File: src/rtl/bus_access_arbiter_pkg.sv
// Shared cache-side types: who owns the memory port, what kind of
// transaction it carries, and the arbiter state encoding.
package bus_access_arbiter_pkg;

    typedef enum logic {
        Requester_Inst = 1'b0,
        Requester_Data = 1'b1
    } MemRequester;

    typedef enum logic {
        MemOp_Read  = 1'b0,
        MemOp_Write = 1'b1
    } MemOp;

    typedef enum logic [1:0] {
        IDLE    = 2'd0,
        ISSUE   = 2'd1,
        RESPOND = 2'd2
    } ArbState;

    // The side that did not win; used to hand priority to the loser.
    function automatic MemRequester other_side(MemRequester r);
        return (r == Requester_Inst) ? Requester_Data : Requester_Inst;
    endfunction

endpackage

File: src/rtl/bus_access_arbiter_picker.sv
// Two-way round-robin pick. Purely combinational; the priority pointer
// lives in the parent so it only moves when a transaction completes.
module round_robin_picker2
    import bus_access_arbiter_pkg::*;
(
    input  logic ic_req_i,
    input  logic dc_req_i,
    input  logic ptr_i,      // preferred side when both request
    output logic winner_o,   // MemRequester encoding
    output logic any_req_o
);

    // Single requester wins outright; a tie goes to the pointer.
    always_comb begin
        any_req_o = ic_req_i | dc_req_i;
        winner_o  = ptr_i;
        if (ic_req_i && !dc_req_i) begin
            winner_o = Requester_Inst;
        end else if (dc_req_i && !ic_req_i) begin
            winner_o = Requester_Data;
        end
    end

endmodule

File: src/rtl/bus_access_arbiter.sv
// Shares the single line-wide memory port between the fetch unit (ic_*)
// and the load/store unit (dc_*). One transaction outstanding at a time.
//
// Handshake: a requester raises read_req/write_req with addr/data and holds
// them stable until its one-cycle grant pulse, then drops req. The memory
// side sees mem_*_req held high from registers until a one-cycle mem_done;
// mem_read_value is sampled only with mem_done while in ISSUE.
module bus_access_arbiter
    import bus_access_arbiter_pkg::*;
#(
    parameter int ADDR_WIDTH = 28,
    parameter int LINE_WIDTH = 128
) (
    input  logic                  clk,
    input  logic                  rst,

    input  logic [ADDR_WIDTH-1:0] ic_addr,
    input  logic                  ic_read_req,
    input  logic                  ic_write_req,
    input  logic [LINE_WIDTH-1:0] ic_write_value,
    output logic                  ic_read_grant,
    output logic                  ic_write_grant,
    output logic [LINE_WIDTH-1:0] ic_read_value,

    input  logic [ADDR_WIDTH-1:0] dc_addr,
    input  logic                  dc_read_req,
    input  logic                  dc_write_req,
    input  logic [LINE_WIDTH-1:0] dc_write_value,
    output logic                  dc_read_grant,
    output logic                  dc_write_grant,
    output logic [LINE_WIDTH-1:0] dc_read_value,

    output logic [ADDR_WIDTH-1:0] mem_addr,
    output logic                  mem_read_req,
    output logic                  mem_write_req,
    output logic [LINE_WIDTH-1:0] mem_write_value,
    input  logic                  mem_done,
    input  logic [LINE_WIDTH-1:0] mem_read_value,

    output logic [1:0]            arb_state_o   // ArbState, for observation
);

    ArbState               state_q;
    MemRequester           winner_q;
    MemRequester           ptr_q;
    MemOp                  op_q;
    logic [ADDR_WIDTH-1:0] addr_q;
    logic [LINE_WIDTH-1:0] wval_q;
    logic                  mem_rd_q;
    logic                  mem_wr_q;
    logic [LINE_WIDTH-1:0] ic_rv_q;
    logic [LINE_WIDTH-1:0] dc_rv_q;
    logic                  ic_rg_q;
    logic                  ic_wg_q;
    logic                  dc_rg_q;
    logic                  dc_wg_q;

    logic                  winner_w;
    logic                  any_req_w;
    logic                  pick_wr_w;

    round_robin_picker2 u_picker (
        .ic_req_i  (ic_read_req | ic_write_req),
        .dc_req_i  (dc_read_req | dc_write_req),
        .ptr_i     (ptr_q),
        .winner_o  (winner_w),
        .any_req_o (any_req_w)
    );

    // A write beats a same-side read; the read is re-arbitrated later.
    assign pick_wr_w = (winner_w == Requester_Data) ? dc_write_req : ic_write_req;

    // Arbitration FSM; every output it drives is a register.
    always_ff @(posedge clk) begin
        if (rst) begin
            state_q  <= IDLE;
            winner_q <= Requester_Inst;
            ptr_q    <= Requester_Data;
            op_q     <= MemOp_Read;
            addr_q   <= '0;
            wval_q   <= '0;
            mem_rd_q <= 1'b0;
            mem_wr_q <= 1'b0;
            ic_rv_q  <= '0;
            dc_rv_q  <= '0;
            ic_rg_q  <= 1'b0;
            ic_wg_q  <= 1'b0;
            dc_rg_q  <= 1'b0;
            dc_wg_q  <= 1'b0;
        end else begin
            case (state_q)
                IDLE: begin
                    if (any_req_w) begin
                        winner_q <= MemRequester'(winner_w);
                        op_q     <= pick_wr_w ? MemOp_Write : MemOp_Read;
                        mem_rd_q <= !pick_wr_w;
                        mem_wr_q <= pick_wr_w;
                        if (winner_w == Requester_Data) begin
                            addr_q <= dc_addr;
                            wval_q <= dc_write_value;
                        end else begin
                            addr_q <= ic_addr;
                            wval_q <= ic_write_value;
                        end
                        state_q <= ISSUE;
                    end
                end
                ISSUE: begin
                    if (mem_done) begin
                        mem_rd_q <= 1'b0;
                        mem_wr_q <= 1'b0;
                        if (op_q == MemOp_Read) begin
                            if (winner_q == Requester_Data) begin
                                dc_rv_q <= mem_read_value;
                                dc_rg_q <= 1'b1;
                            end else begin
                                ic_rv_q <= mem_read_value;
                                ic_rg_q <= 1'b1;
                            end
                        end else begin
                            if (winner_q == Requester_Data) begin
                                dc_wg_q <= 1'b1;
                            end else begin
                                ic_wg_q <= 1'b1;
                            end
                        end
                        state_q <= RESPOND;
                    end
                end
                RESPOND: begin
                    // Grant cycle: no arbitration, so a still-held req is not
                    // served twice; priority moves to the side that lost.
                    ic_rg_q <= 1'b0;
                    ic_wg_q <= 1'b0;
                    dc_rg_q <= 1'b0;
                    dc_wg_q <= 1'b0;
                    ptr_q   <= other_side(winner_q);
                    state_q <= IDLE;
                end
                default: begin
                    state_q <= IDLE;
                end
            endcase
        end
    end

    assign ic_read_grant   = ic_rg_q;
    assign ic_write_grant  = ic_wg_q;
    assign ic_read_value   = ic_rv_q;
    assign dc_read_grant   = dc_rg_q;
    assign dc_write_grant  = dc_wg_q;
    assign dc_read_value   = dc_rv_q;
    assign mem_addr        = addr_q;
    assign mem_read_req    = mem_rd_q;
    assign mem_write_req   = mem_wr_q;
    assign mem_write_value = wval_q;
    assign arb_state_o     = state_q;

endmodule

File: config.mk
export PLATFORM = sky130hd
export DESIGN_NAME = bus_access_arbiter
export DESIGN_NICKNAME = d
export VERILOG_FILES = /design/src/rtl/bus_access_arbiter_pkg.sv /design/src/rtl/bus_access_arbiter_picker.sv /design/src/rtl/bus_access_arbiter.sv
export SDC_FILE = /design/constraint.sdc
export NUM_CORES = 1
export LEC_CHECK = 0
export CORE_AREA = 2 2 333 335
export DETAILED_ROUTE_END_ITERATION = 8
export DIE_AREA = 0 0 335 337
export GPL_TIMING_DRIVEN = 0
export PLACE_DENSITY = 0.46
export SLEW_MARGIN = 10
export SYNTH_ARGS = -nofsm -noshare
export SYNTH_HDL_FRONTEND = slang
export SYNTH_SLANG_ARGS = --single-unit
File: constraint.sdc
create_clock -name clk -period 2 [get_ports clk]
set_clock_uncertainty 0.05 [all_clocks]
set_input_delay 0.3 -clock clk [delete_from_list [all_inputs] [get_ports clk]]
set_output_delay 0.3 -clock clk [all_outputs]
set_load 0.02 [all_outputs]
# After elaboration in Yosys (flattened, before gate mapping)
# Index checks and enable logic that the tools add are counted.
[classes]
reduce_logical = 17
eq_ne = 8
bitwise_logic = 5
muxes = 29
[ops]
columns = ["cell", "count"]
rows = [
  ["128-bit two-way mux", 1],
  ["28-bit two-way mux", 1],
  ["4-bit AND reduction", 6],
  ["1-bit two-way mux", 18],
  ["2-bit inequality test, second input constant", 6],
  ["1-bit case mux with 2 select lines", 6],
  ["2-bit two-way mux", 2],
  ["2-bit case mux with 2 select lines", 1],
  ["2-bit AND reduction", 2],
  ["2-bit nonzero test", 2],
  ["1-bit zero test", 3],
  ["1-bit OR", 3],
  ["3-bit AND reduction", 1],
  ["2-bit by 1-bit equality test with 1-bit output, second input constant", 1],
  ["2-bit equality test, second input constant", 1],
  ["1-bit logical AND", 2],
  ["2-bit zero test", 1],
  ["1-bit NOT", 2],
]
[totals]
register_bits = 423
word_cells = 73
in_bits = 447
output_inout_bits = 420

# Longest topological paths before layout
# Gate-level depths: netlist of the first run.
[depth]
ltp_word = 9
depth_mapped = 6
ltp_nobuf = 4

# Modules after synthesis
# A second synthesis of the first run with hierarchy kept.
[hier_totals]
hier_cells = 1711
hier_area_um2 = 17669.4
[by_module_without_submodules]
columns = ["mod", "cells_each", "seq_area_each_um2", "instances", "area_each_um2"]
rows = [
  ["bus_access_arbiter", 1708, 8468.1, 1, 17648.2],
  ["round_robin_picker2", 3, 0.0, 1, 21.3],
]

# Worst setup path before layout of the first run
# OpenSTA, ideal clock, no wires.
[synth_timing]
path_type = "register to register"
from = "register state_q[0], in the netlist arb_state_o[0]"
to = "register dc_rv_q[107], in the netlist dc_read_value[107]"
period_less_slack_ns = 1.694
required_ns = 1.818
path_stages_with_launch = 7
path_buffers = 2
slack_ns = 0.306
arrival_ns = 1.512
setup_ns = 0.132
cell_sequence = "dfxtp_1 > nand3b_4 > or3b_1 > buf_4 > buf_6 > nand2_1 > a21oi_1"
[synth_between]
elab_chain_len = 2
[synth_rtl]
columns = ["element", "line_no", "source"]
rows = [
  ["start: declaration", "bus_access_arbiter.sv:43", "ArbState state_q;"],
  ["start signal: assignment", "bus_access_arbiter.sv:76", "state_q <= IDLE;"],
  ["start signal: assignment", "bus_access_arbiter.sv:105", "state_q <= ISSUE;"],
  ["start signal: assignment", "bus_access_arbiter.sv:127", "state_q <= RESPOND;"],
  ["2-bit by 1-bit equality test with 1-bit output", "bus_access_arbiter.sv:91", "case (state_q)"],
  ["4-bit AND reduction (no line)", "--", ""],
  ["end signal: assignment", "bus_access_arbiter.sv:114", "dc_rv_q <= mem_read_value;"],
  ["end: declaration", "bus_access_arbiter.sv:52", "logic [LINE_WIDTH-1:0] dc_rv_q;"],
]
# Every way passes these cells.
# A chain may end at the register's enable or synchronous reset.

# Final worst setup path of the first run
[layout_timing]
from = "register state_q[0], in the netlist arb_state_o[0]"
to = "register ic_rv_q[72], in the netlist ic_read_value[72]"
[layout_between]
elab_chain_len = 2
[layout_rtl]
columns = ["element", "line_no", "source"]
rows = [
  ["2-bit by 1-bit equality test with 1-bit output", "bus_access_arbiter.sv:91", ""],
  ["4-bit AND reduction (no line)", "--", ""],
  ["end signal: assignment", "bus_access_arbiter.sv:117", "ic_rv_q <= mem_read_value;"],
  ["end: declaration", "bus_access_arbiter.sv:51", "logic [LINE_WIDTH-1:0] ic_rv_q;"],
]
# Every way passes these cells.

==> results of run 1 <==
==> logic make-up after synthesis <==
group,after synthesis,share of synthesized area
buffers and inverters,155,0.0536
flip-flops,423,0.561
AND/OR/NAND/NOR,854,0.229
AO/OA/AOI/OAI,427,0.157
==> final timing paths <==
| kind | cells past startpoint | slack [ps] | end |
|---|---|---|---|
| setup / recovery | 6 | 40 | ic_read_value[72] |
| hold / removal | 3 | 200 | ic_read_value[5] |
| setup reg to reg | 6 | 40 | ic_read_value[72] |
| hold reg to reg | 2 | 400 | dc_read_value[81] |
==> cell usage in the layout (no fill, tap or decap), types with 3 or more instances in the layout <==
master           synthesis  layout
buf_2                   59      45
clkbuf_8                 0      11
nor3_1                 158     157
nor2_1                 166     165
clkinvlp_4               0       3
clkbuf_4                 0       7
buf_4                   15      23
buf_6                   13      15
nand2_1                518     518
clkbuf_16                0      55
clkdlybuf4s15_1          0       3
clkbuf_1                56      63
a21oi_1                261     261
o22ai_1                156     156
dlymetal6s2s_1           0      36
clkdlybuf4s50_1          0     515
clkinv_2                 0      13
clkdlybuf4s15_2          0       7
clkbuf_2                 0      13
a211o_1                  3       3
dlygate4sd2_1            0     304
dfxtp_1                423     421
==> metrics by stage <==
stage          hold slack, ps  power [uW]  instance area [sq um]
2_1_floorplan             386       11600                  15100
3_3_place_gp              391       14800                  25500
3_5_place_dp              396       14800                  25500
4_1_cts                   122       24600                  27000
5_1_grt                   157       25200                  27100
6_report                  195       24200                  27100
==> sequential cells by signal, summed over array words and instances (netlist names) <==
register / count
arb_state_o: 2
winner_q: 1
mem_write_value: 128
dc_read_value: 128
ic_write_grant: 1
mem_read_req: 1
mem_addr: 28
ptr_q: 1
ic_read_grant: 1
ic_read_value: 128
mem_write_req: 1
op_q: 1
dc_read_grant: 1
dc_write_grant: 1
==> report_power, final <==
part           total (uW)  internal [uW]  switching, uW
clock network        9850           5740           4110
registers            9380           9010            373
logic                4930           2070           2860
==> critical path: stages (launching register included) <==
cell	delay, ps
dfxtp_2	450
nand3b_4	180
nor3_2	360
buf_6	270
buf_2	300
nand2_1	90
a21oi_1	140
==> area by class of cell <==
cell class,count,area [sq um]
Timing Repair Buffer,865,8380
Multi-Input combinational cell,1281,5830
Tap cell,1426,1780
Buffer,154,876
Clock inverter,22,209
Inverter,1,3.75
Antenna cell,2,5.00
Sequential cell,423,8470
Fill cell,12166,82500
Clock buffer,79,1580
==> metal layers <==
metal | up-vias | global-route usage
met5 | - | 0
li1 | 8172 | -
met1 | 7818 | 0.176
met2 | 710 | 0.260
met4 | 8 | 0.0834
met3 | 150 | 0.0638
==> repair_timing <==
action / 4_1_cts / 5_1_grt
endpoints found under the setup margin: 650 / 182
endpoints found under the hold margin: 0 / 0
resized for setup: 345 / 68
==> run metrics, run 1 <==
ys async rst share=0; initial antenna violation count=11; RD Place Congestion=0.870; Die Y=approximately 340 microns; final worst setup slack=around 42 ps; First-pass DRT Iterations=5; Rows=roughly 120; CP Launch Point=arb_state_o[0]; Leakage=between 0.01 and 0.015 uW; routed wl met3=~9200 microns; run status=completed; hold_buf cts=0; max layer used=met5; Avg Synthesized Cell Area=8.12 sq um; fin cells=4253; Setup Buffers After CTS=0; Clock Sink Count=423; die area=between 100000 and 150000 sq um; Inst Count DP=4150; worst hold start=mem_read_value[5]; Worst EP arrival=between 2000 and 2500 ps; pre-CTS WS=-770 ps; Slew @ Worst Pin=1020 ps; GRT Total Usage=0.158; VDD IR max=0.000555 V; Root Driver=clkbuf_16; DRC violations left=0; Tcrit/Tclk final=0.979; largest net degree at the start of global routing=16; met2 WL=43500 microns; vias in the first global route=approximately 17000; Mapped Cells=1859; Final setup viols=0; Total Neg Setup Slack=0 ps; synth unique cells=29; flops & latches, synth=423; hpwl dp=77000 microns; global-route wire length before repair=128000 microns; total of warnings raised by yosys=0; mean number of vias per cell=3.96; grt ovf=0; Slew headroom=0.321; Netlist Area Pre-Place=about 15000 sq um; PwrDens=890 nW/um^2; Worst Hold Class=input pin to flop; IO Port Bufs=about 870; crit path max fanout=10; top-count cell post-synth=nand2_1; CTS tree=done; post-route minimum period=1960 ps; cts bufs inserted=55; Post-synth EDFFs=0; final count of pins violating max slew=0; Core ar.=110000 sq um; clock buffer depth=3; Syn-to-layout area delta=79.7%; sequential fraction of the synthesis area=0.561; Max Cap Viol=0; Startpoint Class=flop; crit end category=flop; Most used DFF post-synth=dfxtp_1; Starting DRT DRC Count=833; post-synth top area cell=dfxtp_1; clk slew on worst S/H paths=60 ps; post-synth top area share=0.561; WL/cell=22.1 microns; synth top area cells=dfxtp_1 (56%), nand2_1 (13%), a21oi_1 (8.6%); R2R Path Start=arb_state_o[0]; Final #Nets=3228; Setup CP Type=flop to flop; maximum clock frequency=511 MHz; Die X=335 microns; Post-synth top cells=nand2_1 (518), dfxtp_1 (423), a21oi_1 (261); Synthesized Nets=2306; # IOs=867; Initial Util=0.138; WP data required=2490 ps; vias=approximately 17000; DRT antenna net count=0; fraction of layout cells with a size suffix above 1=0.0726; insertion delay to the later sink of the worst-skew pair=630 ps; H-tree depth=2; WL met1=between 30000 and 40000 microns; drt total wl=93900 microns; Final Hold Viols=0; final core utilization=0.248
Note: power is estimated with default switching activity, not from simulation.
==> run 2: changes to the inputs <==
- HOLD_SLACK_MARGIN: unset -> 0.06
==> results of run 2 <==
Final layout, timing and power as in run 1 (identical DEF).
